<file path="config.mk">
export PLATFORM = sky130hd
export DESIGN_NAME = scan_chain_ctrl
export DESIGN_NICKNAME = d
export VERILOG_FILES = /design/src/rtl/scan_ctrl_pkg.sv /design/src/rtl/scan_shift_reg.sv /design/src/rtl/scan_chain_ctrl.sv
export SDC_FILE = /design/constraint.sdc
export NUM_CORES = 1
export LEC_CHECK = 0
export ABC_CLOCK_PERIOD_IN_PS = 4000
export BUFFER_PORTS_ARGS = -buffer_cell sky130_fd_sc_hd__buf_2
export CORE_MARGIN = 5
export CORE_UTILIZATION = 60
export DETAILED_ROUTE_END_ITERATION = 6
export PLACE_DENSITY = 0.85
export SLEW_MARGIN = 0
export SYNTH_ARGS = -nofsm -noshare
export SYNTH_HDL_FRONTEND = slang
export SYNTH_SLANG_ARGS = --single-unit
</file>
<file path="constraint.sdc">
create_clock -name CLK -period 4 [get_ports CLK]
set_input_delay 0.8 -clock CLK [delete_from_list [all_inputs] [get_ports CLK]]
set_output_delay 0.8 -clock CLK [all_outputs]
set_load 0.03 [all_outputs]
</file>
<file path="src/rtl/scan_ctrl_pkg.sv">
// rtl/scan_ctrl_pkg.sv - shared state encoding and sizing helpers for the scan chain controller
package scan_ctrl_pkg;

  typedef enum logic [2:0] {
    IDLE    = 3'd0,
    CLEAR   = 3'd1,
    LOAD    = 3'd2,
    CAPTURE = 3'd3,
    UNLOAD  = 3'd4,
    DONE    = 3'd5
  } scan_state_e;

  function automatic int cnt_width(input int n);
    return $clog2(n + 1);
  endfunction

  function automatic int max_int(input int a, input int b);
    return (a > b) ? a : b;
  endfunction

endpackage

</file>
<file path="src/rtl/scan_shift_reg.sv">
// rtl/scan_shift_reg.sv - shift register with clear, parallel load, serial LSB in and MSB out
// Clear has priority over load, load over shift.
module scan_shift_reg #(
  parameter int W = 16
) (
  input  logic         CLK,
  input  logic         RSTB,
  input  logic         clr_i,
  input  logic         load_i,
  input  logic [W-1:0] load_val_i,
  input  logic         shift_i,
  input  logic         sin_i,
  output logic [W-1:0] q_o,
  output logic         sout_o
);

  logic [W-1:0] data_q;

  always_ff @(posedge CLK or posedge RSTB) begin
    if (RSTB) begin
      data_q <= '0;
    end else if (clr_i) begin
      data_q <= '0;
    end else if (load_i) begin
      data_q <= load_val_i;
    end else if (shift_i) begin
      data_q <= {data_q[W-2:0], sin_i};
    end
  end

  assign q_o    = data_q;
  assign sout_o = data_q[W-1];

endmodule

</file>
<file path="src/rtl/scan_chain_ctrl.sv">
// rtl/scan_chain_ctrl.sv - load/capture/unload sequencer for one mux-D scan chain
// Clears the chain, shifts a pattern in MSB first, runs capture clocks, then unloads.
module scan_chain_ctrl
  import scan_ctrl_pkg::*;
#(
  parameter int CHAIN_LEN = 16,
  parameter int CNT_W     = cnt_width(CHAIN_LEN),
  parameter int CAP_W     = 4
) (
  input  logic                 CLK,
  input  logic                 RSTB,
  input  logic                 start,
  input  logic [CHAIN_LEN-1:0] pattern,
  input  logic [CAP_W-1:0]     cap_cycles,
  output logic                 busy,
  output logic                 done,
  output logic [CHAIN_LEN-1:0] result,
  output logic                 scan_en,
  output logic                 scan_in,
  input  logic                 scan_out,
  output logic                 chain_rstb_n
);

  localparam int               CTR_W    = max_int(CNT_W, CAP_W);
  localparam logic [CTR_W-1:0] LAST_BIT = CTR_W'(CHAIN_LEN - 1);

  scan_state_e          state_q;
  logic [CTR_W-1:0]     cnt_q;
  logic [CAP_W-1:0]     cap_cnt_q;
  logic                 busy_q;
  logic                 done_q;
  logic                 scan_en_q;
  logic                 scan_in_q;
  logic                 chain_rstb_n_q;

  logic                 accept;
  logic                 shift_last;
  logic                 cap_last;
  logic                 pat_sout;
  logic [CHAIN_LEN-1:0] pat_q_unused;
  logic                 res_sout_unused;

  assign accept     = (state_q == IDLE) && start;
  assign shift_last = (cnt_q == LAST_BIT);
  assign cap_last   = (cnt_q == CTR_W'(cap_cnt_q - CAP_W'(1)));

  // Pattern register shifts from CLEAR on so its MSB always holds the next bit to present on scan_in.
  scan_shift_reg #(.W(CHAIN_LEN)) u_pat_sr (
    .CLK        (CLK),
    .RSTB       (RSTB),
    .clr_i      (1'b0),
    .load_i     (accept),
    .load_val_i (pattern),
    .shift_i    ((state_q == CLEAR) || (state_q == LOAD)),
    .sin_i      (1'b0),
    .q_o        (pat_q_unused),
    .sout_o     (pat_sout)
  );

  scan_shift_reg #(.W(CHAIN_LEN)) u_res_sr (
    .CLK        (CLK),
    .RSTB       (RSTB),
    .clr_i      ((state_q == CAPTURE) && cap_last),
    .load_i     (1'b0),
    .load_val_i ('0),
    .shift_i    (state_q == UNLOAD),
    .sin_i      (scan_out),
    .q_o        (result),
    .sout_o     (res_sout_unused)
  );

  always_ff @(posedge CLK or posedge RSTB) begin
    if (RSTB) begin
      state_q        <= IDLE;
      cnt_q          <= '0;
      cap_cnt_q      <= '0;
      busy_q         <= 1'b0;
      done_q         <= 1'b0;
      scan_en_q      <= 1'b0;
      scan_in_q      <= 1'b0;
      chain_rstb_n_q <= 1'b1;
    end else begin
      case (state_q)
        IDLE: begin
          if (start) begin
            state_q        <= CLEAR;
            cap_cnt_q      <= (cap_cycles == '0) ? CAP_W'(1) : cap_cycles;
            busy_q         <= 1'b1;
            chain_rstb_n_q <= 1'b0;
          end
        end
        CLEAR: begin
          state_q        <= LOAD;
          cnt_q          <= '0;
          chain_rstb_n_q <= 1'b1;
          scan_en_q      <= 1'b1;
          scan_in_q      <= pat_sout;
        end
        LOAD: begin
          if (shift_last) begin
            state_q   <= CAPTURE;
            cnt_q     <= '0;
            scan_en_q <= 1'b0;
            scan_in_q <= 1'b0;
          end else begin
            cnt_q     <= cnt_q + CTR_W'(1);
            scan_in_q <= pat_sout;
          end
        end
        CAPTURE: begin
          if (cap_last) begin
            state_q   <= UNLOAD;
            cnt_q     <= '0;
            scan_en_q <= 1'b1;
          end else begin
            cnt_q <= cnt_q + CTR_W'(1);
          end
        end
        UNLOAD: begin
          if (shift_last) begin
            state_q   <= DONE;
            cnt_q     <= '0;
            scan_en_q <= 1'b0;
            done_q    <= 1'b1;
          end else begin
            cnt_q <= cnt_q + CTR_W'(1);
          end
        end
        DONE: begin
          state_q <= IDLE;
          done_q  <= 1'b0;
          busy_q  <= 1'b0;
        end
        default: begin
          state_q <= IDLE;
        end
      endcase
    end
  end

  assign busy         = busy_q;
  assign done         = done_q;
  assign scan_en      = scan_en_q;
  assign scan_in      = scan_in_q;
  assign chain_rstb_n = chain_rstb_n_q;

endmodule
</file>
Word level (Yosys, flattened, before mapping)
Index checks and enable logic that the tools add are counted.
Word-level totals
  flip-flop bits (word level): 49
  bits in latches: 0
  memory bits (writable): 0
  memory bits (read-only): 0
  input bits: 24
  output and inout port bits: 21
  logic and storage cells: 67
  memories: 0
Operators by class
  add/subtract/negate cells: 2
  $mul: 0
  div/mod/pow operators: 0
  order comparisons: 0
  equal/unequal tests: 12
  shift-type cells: 0
  muxes and demuxes: 24
  bitwise operators: 0
  reductions and logical operators: 19
Operator list (number)
  $mux W16: 4
  $pmux W3 S5: 1
  $pmux W5 S3: 1
  $mux W3: 4
  $reduce_bool A2 Y1: 6
  $mux W5: 2
  $ne A2 B2 Y1 const B: 4
  $pmux W1 S2: 4
  $reduce_and A2 Y1: 4
  $eq A3 B2 Y1 const B: 2
  $eq A3 B3 Y1 const B: 2
  $mux W1: 6
  $add A5 B1 Y5 const B: 1
  $eq A5 B4 Y1 const B: 1
  $eq A5 B5 Y1: 1
  $sub A4 B1 Y5 const B: 1
  $logic_not A4 Y1: 1
  $mux W4: 1
  $reduce_and A4 Y1: 1
  $eq A3 B1 Y1 const B: 1
  $logic_not A3 Y1: 1
  $pmux W1 S3: 1
  $reduce_and A3 Y1: 1
  $reduce_bool A3 Y1: 1
  other kinds (4): 5

Longest topological paths before layout
Gate-level depths: netlist (run 1).
  depth in word-level cells: 4
  depth in mapped cells: 10
  mapped depth without buffers: 9

By module
A second synthesis (run 1) with hierarchy kept.
Unflattened totals
  cells, all modules: 274
  area, all modules: 2915.3 µm²
By module, submodules not included
  scan_shift_reg: instances 2, cells an instance 73, area each 897.1 µm², sequential area each 400.4 µm²
  scan_chain_ctrl: instances 1, cells an instance 128, area each 1121.1 µm², sequential area each 426.7 µm²

Least setup slack after synthesis (run 1)
No wires, ideal clock.
  kind: reg-to-reg
  start point: register cnt_q[0]
  end point: register cnt_q[3]
  setup time: 0.121 ns
  arrival: 1.864 ns
  data required time: 3.879 ns
  path slack: 2.014 ns
  stages on the path, launching flop included: 11
  buffers on the path: 1
  clock period less this slack: 1.986 ns
  path through: dfrtp_1 ha_1 nand3_1 inv_1 ha_1 clkbuf_1 a31o_2 a21oi_1 o31a_1 a41o_1 o2bb2ai_1
Between the ends
  longest elaborated chain between the ends: 3
  elaborated cells between the ends (all ways): 6
  those cells by class: add/sub (1); eq/ne (2); mux (3)
Ends and longest elaborated chain
  start, declared: line scan_chain_ctrl.sv:28  | logic [CTR_W-1:0] cnt_q;
  start signal, assigned: line scan_chain_ctrl.sv:106  | cnt_q <= cnt_q + CTR_W'(1);
  start signal, assigned: line scan_chain_ctrl.sv:116  | cnt_q <= cnt_q + CTR_W'(1);
  start signal, assigned: line scan_chain_ctrl.sv:126  | cnt_q <= cnt_q + CTR_W'(1);
  $add A5 B1 Y5, or another cell as far along: line scan_chain_ctrl.sv:106, scan_chain_ctrl.sv:116, scan_chain_ctrl.sv:126
  $mux W5, on equally long branches: line scan_chain_ctrl.sv:100, scan_chain_ctrl.sv:120, scan_chain_ctrl.sv:111
  $pmux W5 S3 (*): line scan_chain_ctrl.sv:83  | case (state_q)
Every way passes the cells marked *; elsewhere a longest branch is shown, timed or not.
A chain may end at the register's enable or synchronous reset.

Worst setup path after layout (run 1)
  start point: register cap_cnt_q[0]
  end point: register state_q[2]
Between the ends
  longest elaborated chain between the ends: 4
Ends and longest elaborated chain
  start, declared: line scan_chain_ctrl.sv:29  | logic [CAP_W-1:0] cap_cnt_q;
  start signal, assigned: line scan_chain_ctrl.sv:87  | cap_cnt_q <= (cap_cycles == '0) ? CAP_W'(1) : cap_cycles;
  $sub A4 B1 Y5: line scan_chain_ctrl.sv:45  | assign cap_last = (cnt_q == CTR_W'(cap_cnt_q - CAP_W'(1)));
  $eq A5 B5 Y1: line scan_chain_ctrl.sv:45
  $ne A2 B2 Y1 (no source line)
  $reduce_and A4 Y1 (no source line)
  end signal, assigned: line scan_chain_ctrl.sv:74  | state_q <= IDLE;
  end signal, assigned: line scan_chain_ctrl.sv:86  | state_q <= CLEAR;
  end signal, assigned: line scan_chain_ctrl.sv:93  | state_q <= LOAD;
  end, declared: line scan_chain_ctrl.sv:27  | scan_state_e state_q;
No other way between the ends.

==> results of run 1 <==
## logic make-up after synthesis
family                   synth area share [%]
XOR/XNOR                                 1.72
flip-flops                               48.2
buffers and inverters                    5.30
AO/OA/AOI/OAI                            18.3
adder cells (fa/ha/maj)                  1.96
AND/OR/NAND/NOR                          16.6
multiplexers                             7.96
## layout make-up
cell class,count,area (um^2),share of cell area [%]
Tap cell,50,62.6,2.20
Timing Repair Buffer,46,235,8.26
Multi-Input combinational cell,190,1190,41.7
Sequential cell,49,1230,43.1
Clock inverter,1,5.00,0.176
Inverter,9,33.8,1.19
Clock buffer,7,96.3,3.38
## cells in the final DEF (no fill, tap or decap), types with 3 or more instances in the layout
cell type  Yosys  routed
nand3_1        4       4
buf_2          6      44
mux2i_1       18      18
nor2b_1        3       3
ha_1           4       4
inv_1          9       8
a21oi_2       10      10
xnor2_1        3       3
nand2_1       53      53
dfrtp_1       48      48
o21ai_0       24      24
nor2_1        12      11
a21oi_1       18      18
clkbuf_8       0       7
## cell usage after synthesis (4+ instances only)
library cell  count
clkbuf_1          7
buf_2             6
o21ai_0          24
dfrtp_1          48
a21oi_1          18
nand2_1          53
nand3_1           4
a21oi_2          10
inv_1             9
mux2i_1          18
nor2_1           12
ha_1              4
## critical path, cell delays in order, from the launching register on
cell	delay, ns
dfrtp_1	0.39
inv_1	0.07
ha_1	0.25
xor2_1	0.16
o32ai_2	0.27
o211ai_2	0.19
nor3_4	0.65
nand2b_1	0.19
## metrics by stage
stage	hold WS [ns]	cells	utilization, %
2_1_floorplan	0.466	266	-
3_5_place_dp	0.493	344	67.7
4_1_cts	0.520	352	70.2
3_3_place_gp	0.486	344	67.7
5_1_grt	0.563	352	70.2
6_report	0.517	352	70.2
## metal layers
layer / track usage [%] / vias to the layer above
met5: 0 / -
met4: 9.32 / 0
met3: 3.60 / 8
met2: 33.3 / 49
met1: 27.1 / 966
li1: - / 990
## sequential cells by signal (all words and copies together), names as in the netlist
name / count
busy: 1
cap_cnt_q: 4
scan_en: 1
done: 1
chain_rstb_n: 1
cnt_q: 5
u_res_sr.q_o: 16
scan_in: 1
state_q: 3
u_pat_sr.q_o: 16
## worst max path at each step
stage	end	slack [ns]	depth (start not counted)
floorplan	cnt_q[3]$_DFFE_PP0N_	2.01	10
global placement	state_q[2]$_DFFE_PP0P_	1.79	7
global route	cnt_q[1]$_DFFE_PP0N_	1.55	9
CTS	state_q[2]$_DFFE_PP0P_	1.73	7
detailed placement	state_q[2]$_DFFE_PP0P_	1.78	7
finish	state_q[2]$_DFFE_PP0P_	1.75	7
## power by group
group          switching (mW)  internal, mW  total [mW]
clock                   0.158         0.156       0.315
sequential              0.212         0.708       0.919
combinational           0.628         0.429        1.06
total                   0.998          1.29        2.29
==> qor_table.md, run 1 <==
| Quantity | Value | Unit |
|---|---|---|
| Run status | finished clean | - |
| Boundary pin count | 45 | - |
| Wire length after detailed routing | 5090 | um |
| Final worst-path setup slack | 1.75 | ns |
| Sort of element at the start of the critical path | register | - |
| Share of the cycle needed by the critical path after routing | 56.2 | % |
| Post-route setup TNS | 0 | ns |
| Overflow after GRT | 0 | - |
| Biggest area consumer among synthesized cells | dfrtp_1 | - |
| Clock tree from TritonCTS | built | - |
| ANT nets after route | 0 | - |
| Nets | 329 | - |
| Launch point of the critical path | cap_cnt_q[0]$_DFFE_PP0P_ | - |
| Maximum fanout count along the critical path | 17 | - |
| Clock buffer count from CTS | 5 | - |
| Cells taking the most area after synthesis | dfrtp_1 (47%), nand2_1 (7.8%), mux2i_1 (7.1%) | - |
| Slew margin rel. | 34.4 | % |
| Metal-1 WL | 2230 | um |
| Met2 wire length | 2530 | um |
| Critical path arrival | 2.48 | ns |
| Post-synthesis cell type count | 47 | - |
| Final total power | 2.29 | mW |
| Areal power density over the cells | 804 | nW/um^2 |
| Post-place instance area | 2750 | um^2 |
| Area share of the largest cell type after synthesis | 47.2 | % |
| Slew Limit Fails | 0 | - |
| Cell count after synthesis | 266 | - |
| Most common flop cell mapped by yosys | dfrtp_1 | - |
| DR pass1 iterations | 4 | - |
| RSZ-0062 raised after global routing | no | - |
| Standard cell core area | 4060 | um^2 |
| Count of buffers inserted at the top-level ports | 44 | - |
| Average wire per cell in the routed design | 14.4 | um |
| Final critical-path required period | 2.25 | ns |
| Share of synthesized registers carrying an async set or reset | 100 | % |
| Antenna violations before repair | 0 | - |
| Number of DRC violations after detailed-routing iteration 0 | 219 | - |
| Cells on Worst Hold Path | 1 | - |
| Setup violation total in the final timing report | 0 | - |
| Clock buffer depth | 2 | - |
| Layout cells sized above 1 | 25.8 | % |
| Slack of the worst reg-to-reg path | 1.75 | ns |
| Wire length of the first global-routing pass | 8830 | um |
| Die Y | 75.2 | um |
| Post-synthesis register bit count | 49 | - |
| Worst supply voltage drop on vdd | 0.000467 | V |
| Worst Hold Endpoint | u_pat_sr.q_o[0]$_DFFE_PP0P_ | - |
| Number of antenna diodes | 0 | - |
| H-tree levels | 2 | - |
| Synthesis warning total | 0 | - |
| Post-Place Setup Slack | 1.78 | ns |
| Worst Clk Skew | 0.0118 | ns |
| Via count | 2013 | - |
| Std cell rows | 23 | - |
| Terminus of the critical flop-to-flop path | state_q[2]$_DFFE_PP0P_ | - |
| Post-CTS Setup Bufs | 0 | - |
| Leakage power figure | 1.36 | nW |
| Slew at the pin closest to its max-slew limit | 0.983 | ns |
| Required time of the worst setup path | 4.23 | ns |
| Weighted congestion reported at the end of routability-driven placement | 0.865 | - |
| Max-cap viol count | 0 | - |
| Initial cell density of the core | 62.8 | % |
| Clock sink count | 49 | - |
| Clock-pin slew on the worst setup and hold paths | 0.09 | ns |
| Worst-Skew Late Latency | 0.30 | ns |
| Vias per inst | 5.72 | - |
| Final hold violations | 0 | - |
| Pin count of the biggest net entering global routing | 50 | - |
| Overall track demand over capacity in global routing | 20.6 | % |
| Worst flop-to-flop path startpoint | cap_cnt_q[0]$_DFFE_PP0P_ | - |
| Vias in the first global route | 1976 | - |
| Root Buffer | clkbuf_8 | - |
| Chip Width | 75.2 | um |
| Highest routing layer actually used | met4 | - |
| Post-DP HPWL | 3510 | um |
| Critical Path Sink Type | register | - |
| Number of buffers added to fix hold violations after cts | 0 | - |
| Summed instance area of the synthesized netlist | 2550 | um^2 |
| F_max | 444 | MHz |
| Hold Crit Class | register to register | - |
| Die area | 5650 | um^2 |
| Worst reg2reg path depth | 7 | - |
| Area overhead of the layout relative to synthesis | 11.8 | % |
| Mean Syn Cell Area | 9.58 | um^2 |
| Summed area of non-filler cells in the final layout | 2850 | um^2 |
| Post-cts repair resize count | 0 | - |
| Remaining DRCs | 0 | - |
| Proportion of synthesized chip area in sequential cells | 48.2 | % |
| Launch point of the worst hold path | u_pat_sr.q_o[0]$_DFFE_PP0P_ | - |
| Net count after synthesis | 294 | - |
| CP Class | register to register | - |
| Number of enable-type register cells in the synthesized netlist | 0 | - |
| Met3 WL | 239 | um |
| Count of filler cells inserted in the layout | 311 | - |
Power figures use the tool's default switching activity.
==> run 2: changes to the inputs <==
Settings changed: ABC_CLOCK_PERIOD_IN_PS 4000 to 2200, CORE_UTILIZATION 60 to 55, PLACE_DENSITY 0.85 to 0.79.
Clock period 4 ns to 2.2 ns, I/O delays scaled along.
==> run 2 against run 1 <==
Effect of this change: global-route usage fell by 2.2 points; maximum frequency rose by 16%; setup slack got worse by 1.5 ns; critical path type unchanged; final area rose by 4.9%.
==> qor_table.md, run 2 (synthesis gave the netlist of run 1 again) <==
| Quantity | Value | Unit |
|---|---|---|
| Run status | finished clean | - |
| Worst supply voltage drop on vdd | 0.00108 | V |
| Cell chain of the critical path | inv_1 -> ha_1 -> xor2_1 -> o32ai_2 -> o211ai_2 -> nor3_4 -> buf_12 -> nand2b_1 | - |
| Required time of the worst setup path | 2.43 | ns |
| Portion of total power attributed to the clock network | 17.0 | % |
| Average wire per cell in the routed design | 14.4 | um |
| Hold Crit Class | input port to async pin | - |
| Worst Clk Skew | 0.00847 | ns |
| Footprint of the flip-flops and latches | 1230 | um^2 |
| Clock buffer count from CTS | 5 | - |
| Met2 usage in global routing | 29.0 | % |
| Slowest library cell on the worst path | dfrtp_1 | - |
| Clock buffer depth | 2 | - |
| ANT nets after route | 0 | - |
| Vias in the first global route | 2032 | - |
| Combinational group share of total power | 47.1 | % |
| Post-DP HPWL | 3700 | um |
| Nets | 338 | - |
| Std cell rows | 24 | - |
| DR pass1 iterations | 4 | - |
| Remaining DRCs | 0 | - |
| Commonest non-fill, non-tap cells in the layout | nand2_1 (53), dfrtp_1 (48), buf_2 (44) | - |
| Number of buffers added to fix hold violations after cts | 0 | - |
| Post-route setup TNS | 0 | ns |
| Setup violation total in the final timing report | 0 | - |
| RSZ-0062 raised after global routing | no | - |
| Worst-Skew Late Latency | 0.30 | ns |
| Sort of element at the start of the critical path | register | - |
| Share of the cycle needed by the critical path after routing | 88.3 | % |
| Final critical-path required period | 1.94 | ns |
| Post-place instance area | 2840 | um^2 |
| Slew margin rel. | 60.2 | % |
| Sw Ratio | 41.6 | % |
| Chip Width | 78.1 | um |
| Layout cells sized above 1 | 28.9 | % |
| Count of buffers inserted at the top-level ports | 44 | - |
| Worst slack on hold paths | 0.152 | ns |
| Global route hottest layer | met2 | - |
| Cell family contributing the most delay on the critical path | compound AO/OA/AOI/OAI gates | - |
| Clock-pin slew on the worst setup and hold paths | 0.09 | ns |
| Most common library cell in the layout ignoring fill and taps | nand2_1 | - |
| Leakage power figure | 1.43 | nW |
| Wire length after detailed routing | 5240 | um |
| Die Y | 78.1 | um |
| Pin count of the biggest net entering global routing | 30 | - |
| Clock sink count | 49 | - |
| Overall track demand over capacity in global routing | 18.4 | % |
| Switching pwr | 1.85 | mW |
| F_max | 515 | MHz |
| Number of antenna diodes | 0 | - |
| H-tree levels | 2 | - |
| Summed area of non-filler cells in the final layout | 2990 | um^2 |
| Overflow after GRT | 0 | - |
| Root Buffer | clkbuf_8 | - |
| Areal power density over the cells | 1490 | nW/um^2 |
| Antenna violations before repair | 0 | - |
| Number of DRC violations after detailed-routing iteration 0 | 127 | - |
| Vias per inst | 5.66 | - |
| Boundary pin count | 45 | - |
| Weighted congestion reported at the end of routability-driven placement | 0.884 | - |
| Grt met3 use | 4.00 | % |
| Critical path arrival | 2.17 | ns |
| Critical Path Sink Type | register | - |
| Initial cell density of the core | 57.7 | % |
| Max-cap viol count | 0 | - |
| CP Class | register to register | - |
| Die area | 6090 | um^2 |
| Count of filler cells inserted in the layout | 352 | - |
| Cell Int Power | 2.59 | mW |
| Standard cell core area | 4410 | um^2 |
| Clock tree from TritonCTS | built | - |
| Slew at the pin closest to its max-slew limit | 0.597 | ns |
| Area overhead of the layout relative to synthesis | 17.3 | % |
| Via count | 2053 | - |
| Area taken by multi-input logic gates | 1200 | um^2 |
| Final hold violations | 0 | - |
| Critical path's largest stage delay | 0.39 | ns |
| Maximum fanout count along the critical path | 17 | - |
| Global Route met1 Usage | 24.9 | % |
| WP buf/inv | 2 | - |
| Portion of total power attributed to sequential cells | 35.9 | % |
| Slew Limit Fails | 0 | - |
| Wire length of the first global-routing pass | 9320 | um |
[run 2: worst reg2reg max path, stage by stage, from the launching register on]
cell	delay, ns
dfrtp_1	0.39
inv_1	0.08
ha_1	0.25
xor2_1	0.16
o32ai_2	0.31
o211ai_2	0.20
nor3_4	0.19
buf_12	0.18
nand2b_1	0.11
[run 2: worst paths after layout]
path | end | startpoint | slack, ns | cells past startpoint
max in group asynchronous | u_pat_sr.q_o[15]$_DFFE_PP0P_ | RSTB | 1.52 | 3
setup reg to reg | state_q[2]$_DFFE_PP0P_ | cap_cnt_q[0]$_DFFE_PP0P_ | 0.26 | 8
hold reg to reg | u_pat_sr.q_o[0]$_DFFE_PP0P_ | u_pat_sr.q_o[0]$_DFFE_PP0P_ | 0.52 | 1
min in group CLK | u_pat_sr.q_o[7]$_DFFE_PP0P_ | pattern[7] | 0.34 | 3
setup / recovery | state_q[2]$_DFFE_PP0P_ | cap_cnt_q[0]$_DFFE_PP0P_ | 0.26 | 8
hold / removal | u_res_sr.q_o[3]$_DFFE_PP0P_ | RSTB | 0.15 | 2
[run 2: repair_timing]
action,4_1_cts,5_1_grt
buffers inserted,0,0
setup endpoints to repair,0,5
endpoints found under the hold margin,0,0
resized for setup,0,5
[run 2: power by group through the flow]
stage / combinational, mW / clock (mW) / sequential (mW)
CTS: 2.08 / 0.768 / 1.59
floorplan: 1.33 / 0 / 1.85
detailed placement: 2.08 / 0 / 1.61
global placement: 2.02 / 0 / 1.60
global route: 2.30 / 0.815 / 1.65
finish: 2.09 / 0.755 / 1.59
[run 2: final cells by class]
| cell class | instances | share of cell area [%] |
|---|---|---|
| Clock buffer | 5 | 2.30 |
| Clock inverter | 3 | 2.18 |
| Inverter | 9 | 1.13 |
| Multi-Input combinational cell | 190 | 40.2 |
| Sequential cell | 49 | 41.1 |
| Tap cell | 52 | 2.18 |
| Timing Repair Buffer | 55 | 11.0 |
[run 2: stage by stage]
stage / total power [mW] / std cells / util, % / worst slack (ns)
floorplan: 3.19 / 266 / - / 0.214
global placement: 3.61 / 355 / 64.4 / 0.301
detailed placement: 3.68 / 355 / 64.4 / 0.209
CTS: 4.44 / 363 / 67.4 / 0.179
global route: 4.76 / 363 / 67.7 / 0.0866
finish: 4.44 / 363 / 67.7 / 0.257
[run 2: per-layer routing]
metal / vias up / share of wire (%)
li1: 1013 / -
met1: 974 / 45
met2: 60 / 49
met3: 6 / 5.4
met4: 0 / 0.86
met5: - / 0
==> run 3: changes to the inputs <==
Settings changed: ABC_CLOCK_PERIOD_IN_PS 2200 to 2400, CORE_UTILIZATION 55 to 60, GPL_TIMING_DRIVEN set to 0, PLACE_DENSITY 0.79 to unset, PLACE_DENSITY_LB_ADDON set to 0.05.
Clock period 2.2 ns to 2.4 ns, I/O delays scaled along.
==> run 3 against run 2 <==
Effect of this change: sequential share of layout area grew 0.45 points; combinational power decreased by 6%; critical path type unchanged; non-clock buffer count increased by 7; hold slack better by 0.077 ns; setup slack worse by 0.093 ns.
==> qor_table.md, run 3 (synthesis gave the netlist of run 1 again) <==
| Quantity | Value | Unit |
|---|---|---|
| Chip Width | 75.2 | um |
| Worst reg2reg path depth | 8 | - |
| Overflow after GRT | 0 | - |
| F_max | 447 | MHz |
| Area overhead of the layout relative to synthesis | 16.0 | % |
| Run status | finished clean | - |
| RSZ-0062 raised after global routing | no | - |
| Global Route met1 Usage | 28.0 | % |
| Worst Clk Skew | 0.00342 | ns |
| Met2 usage in global routing | 33.8 | % |
| Post-place instance area | 2860 | um^2 |
| Hold Crit Class | input port to async pin | - |
| Leakage power figure | 1.42 | nW |
| Boundary pin count | 45 | - |
| Post-Place Setup Slack | 0.0680 | ns |
| Weighted congestion reported at the end of routability-driven placement | 0.875 | - |
| Nets | 345 | - |
| Global route hottest layer | met2 | - |
| Clock buffer count from CTS | 5 | - |
| Clock-pin slew on the worst setup and hold paths | 0.08 | ns |
| Commonest non-fill, non-tap cells in the layout | nand2_1 (53), buf_2 (50), dfrtp_1 (48) | - |
| Final Core Density | 72.8 | % |
| Root Buffer | clkbuf_8 | - |
| Wire length of the first global-routing pass | 9010 | um |
| DR pass1 iterations | 4 | - |
| Slew at the pin closest to its max-slew limit | 0.609 | ns |
| Cell chain of the critical path | ha_1 -> nand3_1 -> inv_1 -> ha_2 -> nor2_1 -> o21ai_0 -> o2111ai_2 -> a31o_2 | - |
| Worst supply voltage drop on vdd | 0.000706 | V |
| Count of buffers inserted at the top-level ports | 44 | - |
| Critical path arrival | 2.43 | ns |
| Antenna violations before repair | 0 | - |
| Summed area of non-filler cells in the final layout | 2960 | um^2 |
| Required time of the worst setup path | 2.59 | ns |
| Clock tree from TritonCTS | built | - |
| Average wire per cell in the routed design | 14.2 | um |
| Maximum fanout count along the critical path | 8 | - |
| Critical path's largest stage delay | 0.47 | ns |
| Std cell rows | 23 | - |
| Max-cap viol count | 0 | - |
| Slowest library cell on the worst path | dfrtp_1 | - |
| Worst slack on hold paths | 0.229 | ns |
| Die area | 5650 | um^2 |
| Share of the cycle needed by the critical path after routing | 93.2 | % |
| Sort of element at the start of the critical path | register | - |
| Number of buffers added to fix hold violations after cts | 0 | - |
| ANT nets after route | 0 | - |
| Overall track demand over capacity in global routing | 20.7 | % |
| Critical Path Sink Type | register | - |
| Grt met3 use | 4.54 | % |
| Number of antenna diodes | 0 | - |
| Slew Limit Fails | 0 | - |
| Post-cts repair resize count | 0 | - |
| Final critical-path required period | 2.24 | ns |
| Vias per inst | 5.60 | - |
| Clock sink count | 49 | - |
| Worst-Skew Late Latency | 0.30 | ns |
| Standard cell core area | 4060 | um^2 |
| Die Y | 75.2 | um |
| Final worst-path setup slack | 0.164 | ns |
| Layout cells sized above 1 | 28.3 | % |
| Post-route setup TNS | 0 | ns |
| Most common library cell in the layout ignoring fill and taps | nand2_1 | - |
| Post-DP HPWL | 3790 | um |
| Wire length after detailed routing | 5210 | um |
| Vias in the first global route | 2063 | - |
| Final hold violations | 0 | - |
| CP Class | register to register | - |
| Remaining DRCs | 0 | - |
| H-tree levels | 2 | - |
| Pin count of the biggest net entering global routing | 26 | - |
| Via count | 2060 | - |
| Count of filler cells inserted in the layout | 320 | - |
| Post-CTS Setup Bufs | 0 | - |
| Clock buffer depth | 2 | - |
| Initial cell density of the core | 62.8 | % |
| Slew margin rel. | 59.0 | % |
| Number of DRC violations after detailed-routing iteration 0 | 209 | - |
| Setup violation total in the final timing report | 0 | - |
| Areal power density over the cells | 1310 | nW/um^2 |
[run 3: changes by cell type in the layout (fill, tap and decap cells not counted), moves of 2 or more]
cell | before | now
clkbuf_1 | 0 | 7
buf_2 | 44 | 50
buf_4 | 9 | 3
buf_12 | 2 | 0
buf_6 | 0 | 2
bufinv_16 | 2 | 0
[run 3: report_power, final]
part | switching, mW | internal, mW
sequential | 0.255 | 1.18
combinational | 1.17 | 0.789
clock | 0.260 | 0.202
total | 1.69 | 2.17
[run 3: per-stage QoR]
step | instances | total power [mW]
after floorplan | 266 | 2.92
after global placement | 360 | 3.33
after detailed placement | 361 | 3.38
after CTS | 369 | 3.85
after global routing | 368 | 4.15
final | 368 | 3.86
[run 3: path summary, 6_finish.rpt]
check / startpoint / to / slack (ns)
setup / recovery: cnt_q[1]$_DFFE_PP0N_ / state_q[1]$_DFFE_PP0P_ / 0.16
hold / removal: RSTB / u_res_sr.q_o[3]$_DFFE_PP0P_ / 0.23
setup reg to reg: cnt_q[1]$_DFFE_PP0N_ / state_q[1]$_DFFE_PP0P_ / 0.16
hold reg to reg: u_pat_sr.q_o[0]$_DFFE_PP0P_ / u_pat_sr.q_o[0]$_DFFE_PP0P_ / 0.51
max in group asynchronous: RSTB / chain_rstb_n$_DFFE_PP1P_ / 1.59
min in group CLK: pattern[3] / u_pat_sr.q_o[3]$_DFFE_PP0P_ / 0.38
[run 3: critical path, delay by kind of cell (launching register included)]
family | cells | cell delay, ns
fa+ha+maj | 2 | 0.54
simple gates | 2 | 0.21
compound gates | 3 | 0.84
flops | 1 | 0.47
buf+inv | 1 | 0.08
[run 3: cell type report]
class	instances	area (um^2)	share of cell area (%)
inverters	9	33.8	1.14
multi-input cells	190	1200	40.7
repair buffers	45	248	8.38
flip-flops and latches	49	1230	41.5
plain buffers	17	97.6	3.30
clock inverters	2	10.0	0.339
well taps	50	62.6	2.12
clock buffers	6	72.6	2.46
[run 3: routing by layer]
metal	wire [um]	up-vias
met1	2450	983
li1	-	1022
met5	0	-
met2	2440	49
met3	259	6
met4	59	0
